**src/rtl/serial_add_pkg.sv**
```systemverilog
// serial_add_pkg: shared FSM state type and default width for bit_serial_adder
package serial_add_pkg;
  typedef enum logic [1:0] {IDLE, RUN, DONE} sadd_state_t;
  localparam int SADD_DEFAULT_WIDTH = 8;
endpackage

```
**src/rtl/adder.sv**
```systemverilog
// adder: 1-bit full-adder cell
module adder (
  input  logic a,
  input  logic b,
  input  logic ci,
  output logic S,
  output logic co
);
  assign S  = a ^ b ^ ci;
  assign co = (a & b) | (ci & (a ^ b));
endmodule

```
**src/rtl/bit_serial_adder.sv**
```systemverilog
// bit_serial_adder: LSB-first serial add of two WIDTH-bit operands through one full-adder cell
// Define BIT_SERIAL_ADDER_OVF_EN to add the signed-overflow output ovf.
module bit_serial_adder
  import serial_add_pkg::*;
#(
  parameter int WIDTH = SADD_DEFAULT_WIDTH
) (
  input  logic             clk,
  input  logic             rst,
  input  logic             in_valid,
  output logic             in_ready,
  input  logic [WIDTH-1:0] a_in,
  input  logic [WIDTH-1:0] b_in,
  input  logic             cin,
  output logic             out_valid,
  input  logic             out_ready,
  output logic [WIDTH-1:0] sum_out,
`ifdef BIT_SERIAL_ADDER_OVF_EN
  output logic             ovf,
`endif
  output logic             cout_out
);
  localparam int CW = WIDTH > 1 ? $clog2(WIDTH) : 1;
  sadd_state_t state;
  logic [WIDTH-1:0] a_sh, b_sh, sum_sh;
  logic [CW-1:0] cnt;
  logic carry, s, co;
  adder u_adder (.a(a_sh[0]), .b(b_sh[0]), .ci(carry), .S(s), .co(co));
  assign in_ready  = state == IDLE;
  assign out_valid = state == DONE;
  assign sum_out   = sum_sh;
  assign cout_out  = carry;
  always_ff @(posedge clk or posedge rst) begin
    if (rst) begin
      state  <= IDLE;
      a_sh   <= '0;
      b_sh   <= '0;
      sum_sh <= '0;
      carry  <= 1'b0;
      cnt    <= '0;
    end else if (state == IDLE) begin
      if (in_valid) begin
        a_sh  <= a_in;
        b_sh  <= b_in;
        carry <= cin;
        cnt   <= CW'(WIDTH - 1);
        state <= RUN;
      end
    end else if (state == RUN) begin
      a_sh   <= a_sh >> 1;
      b_sh   <= b_sh >> 1;
      sum_sh <= WIDTH'({s, sum_sh} >> 1);
      carry  <= co;
      if (cnt == '0) state <= DONE;
      else cnt <= cnt - CW'(1);
    end else if (out_ready) begin
      state <= IDLE;
    end
  end
`ifdef BIT_SERIAL_ADDER_OVF_EN
  // On the last RUN cycle carry is the carry into the MSB
  always_ff @(posedge clk or posedge rst) begin
    if (rst) ovf <= 1'b0;
    else if (state == RUN && cnt == '0) ovf <= carry ^ co;
  end
`endif
endmodule

```
**config.mk**
```make
export PLATFORM = sky130hd
export DESIGN_NAME = bit_serial_adder
export DESIGN_NICKNAME = d
export VERILOG_FILES = /design/src/rtl/serial_add_pkg.sv /design/src/rtl/adder.sv /design/src/rtl/bit_serial_adder.sv
export SDC_FILE = /design/constraint.sdc
export NUM_CORES = 1
export LEC_CHECK = 0
export BUFFER_PORTS_ARGS = -buffer_cell sky130_fd_sc_hd__buf_4
export CORE_ASPECT_RATIO = 0.75
export CORE_MARGIN = 3
export CORE_UTILIZATION = 40
export DETAILED_ROUTE_END_ITERATION = 6
export HOLD_SLACK_MARGIN = 0.06
export SLEW_MARGIN = 20
export SYNTH_ARGS = -nofsm -noshare
export SYNTH_HDL_FRONTEND = slang
export SYNTH_HIERARCHICAL = 1
export SYNTH_SLANG_ARGS = --single-unit
```
**constraint.sdc**
```tcl
create_clock -name clk -period 2.3 [get_ports clk]
set_clock_uncertainty 0.15 [all_clocks]
set_input_delay 0.115 -clock clk [delete_from_list [all_inputs] [get_ports clk]]
set_output_delay 0.115 -clock clk [all_outputs]
set_load 0.005 [all_outputs]
```
==> results.py, run 1 <==
metrics = {
    "run_status": {
        "status": "finished clean",
    },
    "sta": {
        "grt_setup_unrepaired": "false",
        "relSlewSlack_pct": 53.6,
        "worst_pin_slew_ns": 0.695,
        "fmax_mhz": 607,
        "fin_crit_ns": 1.65,
        "tns_ns": 0,
        "hold_viol": 0,
        "setup_viol": 0,
        "worst_slack_ns": 0.652,
        "fin_hold_ws_ns": 0.320,
        "maxSlewViolCount": 0,
        "post-route-period-util_pct": 71.7,
    },
    "setup_path": {
        "cp_data_arrival_time_ns": 1.65,
        "cp.required_ns": 2.31,
        "critPathMaxFanout": 33,
        "crit_path_end_kind": "flip-flop",
        "cp-start-kind": "flip-flop",
        "path_class": "flip-flop to flip-flop",
    },
    "yosys": {
        "synth-simple-area-share_pct": 8.72,
        "yosys-mux-area-fraction_pct": 17.8,
        "synth_area_um2": 1410,
        "synth_nets": 142,
        "ys.flop_type": "dfrtp_1",
        "synth_edf_count": 0,
        "synth_compound_gate_area_share_pct": 11.5,
        "synthArstFlopShare_pct": 100,
        "synth_xor_area_share_pct": 0,
        "ys_seq_elements": 30,
        "synth_top_family_by_area": "multiplexers",
        "ys_types": 26,
        "yosysWarnings": 6,
        "synthAdderAreaFrac_pct": 3.20,
        "ys_seq_area_share_pct": 53.4,
        "synthCells": 118,
        "avgSynthCellArea_um2": 11.9,
    },
    "pwr": {
        "clock_power_share_pct": 17.5,
        "irDropWorstVdd_uv": 665,
        "p_leak_nw": 0.900,
        "p_sw_share_pct": 33.9,
        "p_per_area_nw_per_um2": 1240,
        "internal-power_mw": 1.59,
        "seqPwrFrac_pct": 39.8,
        "combPwrFrac_pct": 42.7,
        "power_mw": 2.41,
        "power.switching_mw": 0.817,
    },
    "detailed_routing": {
        "wl_per_cell_um": 12.8,
        "viasPerCell": 4.80,
        "wirelength_mm": 2.69,
        "dr.pass1.iters": 4,
        "ant_nets": 0,
        "vias": 1008,
        "drc": 0,
        "drt_iter0_drc": 47,
    },
    "clock_network": {
        "cts-root-buf": "clkbuf_8",
        "cts-htree-levels": 2,
        "cts_tree": "done",
        "path_clk_slew_ns": 0.06,
        "insertion_delay_ns": 0.27,
        "numCtsBuffers": 5,
        "cts_buffer_depth": 2,
        "cts.sinks": 30,
        "postCtsResizedCells": 0,
    },
    "die": {
        "placementRows": 17,
        "start_util_pct": 44.7,
        "die_h_um": 57.4,
        "die_w_um": 74.5,
        "pin_count": 32,
        "dieArea_um2": 4270,
        "core_area_um2": 3150,
    },
    "grt": {
        "grt_max_degree": 34,
        "overflow": 0,
        "grt_first_pass_wirelength_mm": 4.79,
        "grt_pass1_vias": 1058,
        "grt_usage_pct": 15.0,
        "antenna_found_initial": 0,
    },
    "final_layout": {
        "layout.nets": 195,
        "synthToLayoutAreaGrowth_pct": 37.9,
        "final_cells": 210,
        "finish.utilization_pct": 61.6,
        "stdcell_area_um2": 1940,
        "drive_gt1_share_pct": 30.2,
        "diodes": 0,
    },
    "placed_design": {
        "hpwl_mm": 1.76,
        "gp_congestion": 0.750,
        "place_area_um2": 1640,
        "io_buffers": 31,
        "dp.cells": 182,
        "dp_slack_ns": 0.299,
    },
    "worst_hold_path": {
        "hold_path.class": "input pin to asynchronous set/reset pin",
    },
    "run": {
        "maxCapViolations": 0,
    },
}
-- critical path, cell delays in order, from the launching register on --
cell and delay, ns:
dfrtp_1 0.51, o21bai_4 0.63, a21o_1 0.17, mux2i_1 0.07
-- registers in the layout, summed over array words and instances (netlist names) --
name and count:
a_sh 8, cnt 3, cout_out 1, state 2, sum_out 8, b_sh 8
-- synth_stat cells, drive strengths merged (2+ instances only) --
master | n | share of area [%]
nor2 | 3 | 2.0
o21ai | 17 | 6.6
a32o | 2 | 1.4
mux2 | 8 | 6.4
nand2 | 17 | 4.5
dfrtp | 30 | 53
nand2b | 2 | 0.89
ha | 2 | 1.8
mux2i | 16 | 11
buf | 6 | 4.0
inv | 4 | 1.1
nor2b | 3 | 1.3
-- path summary, 6_finish.rpt --
check	start	to	slack, ns	cells after the start
min reg2reg	a_sh[3]	a_sh[3]	0.33	2
max reg2reg	state[0]	cnt[0]	0.65	3
min in group clk	a_sh[3]	a_sh[3]	0.33	2
max in group asynchronous	rst	b_sh[5]	1.40	4
min	rst	cnt[1]	0.32	4
max	state[0]	cnt[0]	0.65	3
-- final cells by class --
class                   count  area, µm²
clock buffers               7       86.3
well taps                  38       47.5
inverters                   4       15.0
clock inverters             1       5.00
fillers                   258       1210
flip-flops and latches     30        751
multi-input cells          77        587
repair buffers             53        448
-- cells by family (layout without fill, tap and decap cells) --
family / count (synthesis) / in the layout
flops: 30 / 30
compound gates: 25 / 25
simple gates: 25 / 25
mux: 24 / 24
buf+inv: 11 / 65
fa+ha+maj: 3 / 3
-- layout by cell type (no fill, tap or decap) --
cell type / count
clkbuf_1: 1
clkinv_2: 1
o21ai_1: 4
inv_1: 4
nand2b_1: 2
nand2_1: 17
a22oi_1: 1
o21ai_2: 2
o21bai_4: 1
mux2_2: 8
clkbuf_8: 6
nor2_8: 1
dfrtp_1: 30
a21oi_1: 1
o21ai_0: 11
mux2i_1: 16
a32oi_1: 1
nor2_1: 2
a21o_1: 1
nor2b_1: 3
buf_4: 33
a32o_1: 2
a22o_1: 1
dlygate4sd3_1: 20
fa_1: 1
ha_1: 2
-- timing repair --
item	CTS	global route
hold buffers	20	0
buffers inserted	0	0
endpoints found under the hold margin	50	0
-- layer usage --
layer / vias to the layer above / part of all wire, % / track usage [%] / wire [µm]
met1: 470 / 50 / 18.5 / 1340
met5: - / 0 / 0 / 0
met3: 5 / 3.9 / 6.34 / 105
li1: 513 / - / - / -
met4: 0 / 1.3 / 4.57 / 35
met2: 20 / 45 / 23.8 / 1210
-- power by group through the flow --
stage               Clock (mW)  Sequential (mW)  Combinational [mW]
finish                   0.420            0.959                1.03
global route             0.473            0.999                1.16
detailed placement           0            0.965                1.01
CTS                      0.438            0.960                1.04
floorplan                    0            0.909               0.820
global placement             0            0.960               0.981
No activity file was read; power rests on OpenSTA's default activity.
==> run 2: changes to the inputs <==
- ABC_AREA: not set -> 1
- clock period: 2.3 -> 1.3 ns (I/O delays scaled with it)
==> results.py, run 2 <==
metrics = {
    "yosys": {
        "synth.most_common_cell": "nand2_1",
        "yosysTopAreaCell": "dfrtp_1",
        "synth_area_um2": 1450,
        "synth_area_leaders": "dfrtp_1 52%, nand2_1 35%, nand3_1 2.1%",
        "yosysWarnings": 6,
        "synthArstFlopShare_pct": 100,
        "ys_seq_area_share_pct": 51.7,
        "avgSynthCellArea_um2": 7.44,
        "ys_types": 15,
        "synth_edf_count": 0,
        "synthTopCellsByCount": "135 x nand2_1, 30 x dfrtp_1, 7 x inv_1",
        "ys.flop_type": "dfrtp_1",
        "ys_seq_elements": 30,
        "synthCells": 195,
        "synth.top_cell.area_share_pct": 51.7,
        "synth_nets": 219,
    },
    "run_status": {
        "violations": "setup timing",
        "status": "complete, but fails checks",
    },
    "sta": {
        "tns_ns": -0.168,
        "fmax_mhz": 741,
        "setup_viol": 11,
        "post-route-period-util_pct": 104,
        "fin_hold_ws_ns": 0.291,
        "hold_viol": 0,
        "fin_crit_ns": 1.35,
        "worst_pin_slew_ns": 0.375,
        "relSlewSlack_pct": 75.0,
        "grt_setup_unrepaired": "true",
        "maxSlewViolCount": 0,
        "worst_slack_ns": -0.0488,
    },
    "die": {
        "die_w_um": 75.6,
        "placementRows": 18,
        "dieArea_um2": 4390,
        "die_h_um": 58.2,
        "start_util_pct": 43.0,
        "core_area_um2": 3380,
        "pin_count": 32,
    },
    "placed_design": {
        "dp.cells": 271,
        "gp_congestion": 0.766,
        "dp_slack_ns": -0.00382,
        "io_buffers": 31,
        "hpwl_mm": 2.29,
    },
    "clock_network": {
        "cts_buffer_depth": 2,
        "insertion_delay_ns": 0.27,
        "cts.sinks": 30,
        "path_clk_slew_ns": 0.06,
        "cts-htree-levels": 2,
        "cts-root-buf": "clkbuf_8",
        "cts_tree": "done",
        "numCtsBuffers": 5,
    },
    "setup_path": {
        "path_class": "flip-flop to primary output",
        "critPathMaxFanout": 4,
        "cp_data_arrival_time_ns": 1.13,
        "cp.required_ns": 1.09,
        "crit_path_end_kind": "primary output",
        "r2r_slack_ns": -0.02,
        "cp-start-kind": "flip-flop",
    },
    "pwr": {
        "irDropWorstVdd_uv": 1270,
        "p_per_area_nw_per_um2": 2260,
        "power_mw": 5.08,
        "p_leak_nw": 1.25,
    },
    "detailed_routing": {
        "drc": 0,
        "drt_iter0_drc": 65,
        "wl_met3_um": 126,
        "dr.pass1.iters": 4,
        "top_layer": "met4",
        "ant_nets": 0,
        "wl_per_cell_um": 11.3,
        "met2_length_mm": 1.66,
        "wirelength_mm": 3.44,
        "vias": 1396,
        "viasPerCell": 4.56,
        "wl_met1_mm": 1.62,
    },
    "run": {
        "maxCapViolations": 0,
    },
    "final_layout": {
        "synthToLayoutAreaGrowth_pct": 54.7,
        "multi_input_area_um2": 721,
        "layout.nets": 290,
        "diodes": 0,
        "drive_gt1_share_pct": 30.1,
        "mostFrequentLayoutCells": "124 x nand2_1, 40 x buf_4, 30 x dfrtp_1, 20 x dlygate4sd3_1, 10 x nand2_2",
        "final_cells": 306,
        "register_area_um2": 751,
        "fillers": 287,
        "layout_commonest_cell": "nand2_1",
    },
    "grt": {
        "grt_max_degree": 31,
        "grt_first_pass_wirelength_mm": 5.78,
        "grt_usage_pct": 17.4,
        "grt_pass1_vias": 1367,
        "overflow": 0,
        "antenna_found_initial": 0,
    },
    "worst_hold_path": {
        "hold_path.class": "input pin to asynchronous set/reset pin",
    },
}
==> run 2: through the flow <==
stage	util, %	instance area [µm²]
after floorplan	-	1460
after global placement	52.7	1780
after detailed placement	52.7	1780
after CTS	64.0	2160
after global routing	66.4	2240
final	66.4	2240
==> run 2: logic make-up (layout without fill, tap and decap cells) <==
kind of cell	after synthesis	count (layout)	synth area share [%]
simple gates	146	146	39.3
compound gates	2	2	0.948
fa+ha+maj	3	3	3.10
buf+inv	14	85	4.91
flops	30	30	51.7
==> run 2: area by class of cell <==
cell class	instances	area share (%)
flip-flops and latches	30	33.4
multi-input cells	151	32.1
repair buffers	68	26.5
clock buffers	7	3.40
inverters	10	2.34
well taps	40	2.23
==> run 2: repair_timing <==
item / in CTS / in global routing
endpoints found under the setup margin: 13 / 31
buffers inserted: 6 / 3
gates resized for setup: 16 / 23
endpoints found under the hold margin: 49 / 0
pin swaps: 7 / 17
hold buffers: 20 / 0
==> run 2: metal layers <==
metal	vias to the layer above	global-route usage [%]
met2	26	26.8
met3	5	4.68
met5	-	0
met4	0	5.99
met1	636	23.8
li1	729	-
==> run 2: path summary, 6_finish.rpt <==
check,from,end,cells after the start
min reg2reg,b_sh[7],b_sh[7],2
min,rst,sum_out[4],4
min in group clk,b_sh[7],b_sh[7],2
max in group asynchronous,rst,b_sh[5],4
max reg2reg,state[0],b_sh[0],8
max,state[0],in_ready,4
==> run 2: worst max-delay path, cell delays in order (launching register included) <==
cell,delay (ns)
dfrtp_1,0.38
buf_6,0.14
nor2_4,0.13
buf_6,0.12
buf_6,0.08
==> run 2: report_power, final <==
| group | switching (mW) | total, mW | internal [mW] |
|---|---|---|---|
| Sequential | 0.279 | 1.65 | 1.37 |
| Combinational | 1.50 | 2.76 | 1.26 |
| Clock | 0.304 | 0.671 | 0.367 |
| Total | 2.08 | 5.08 | 3.00 |
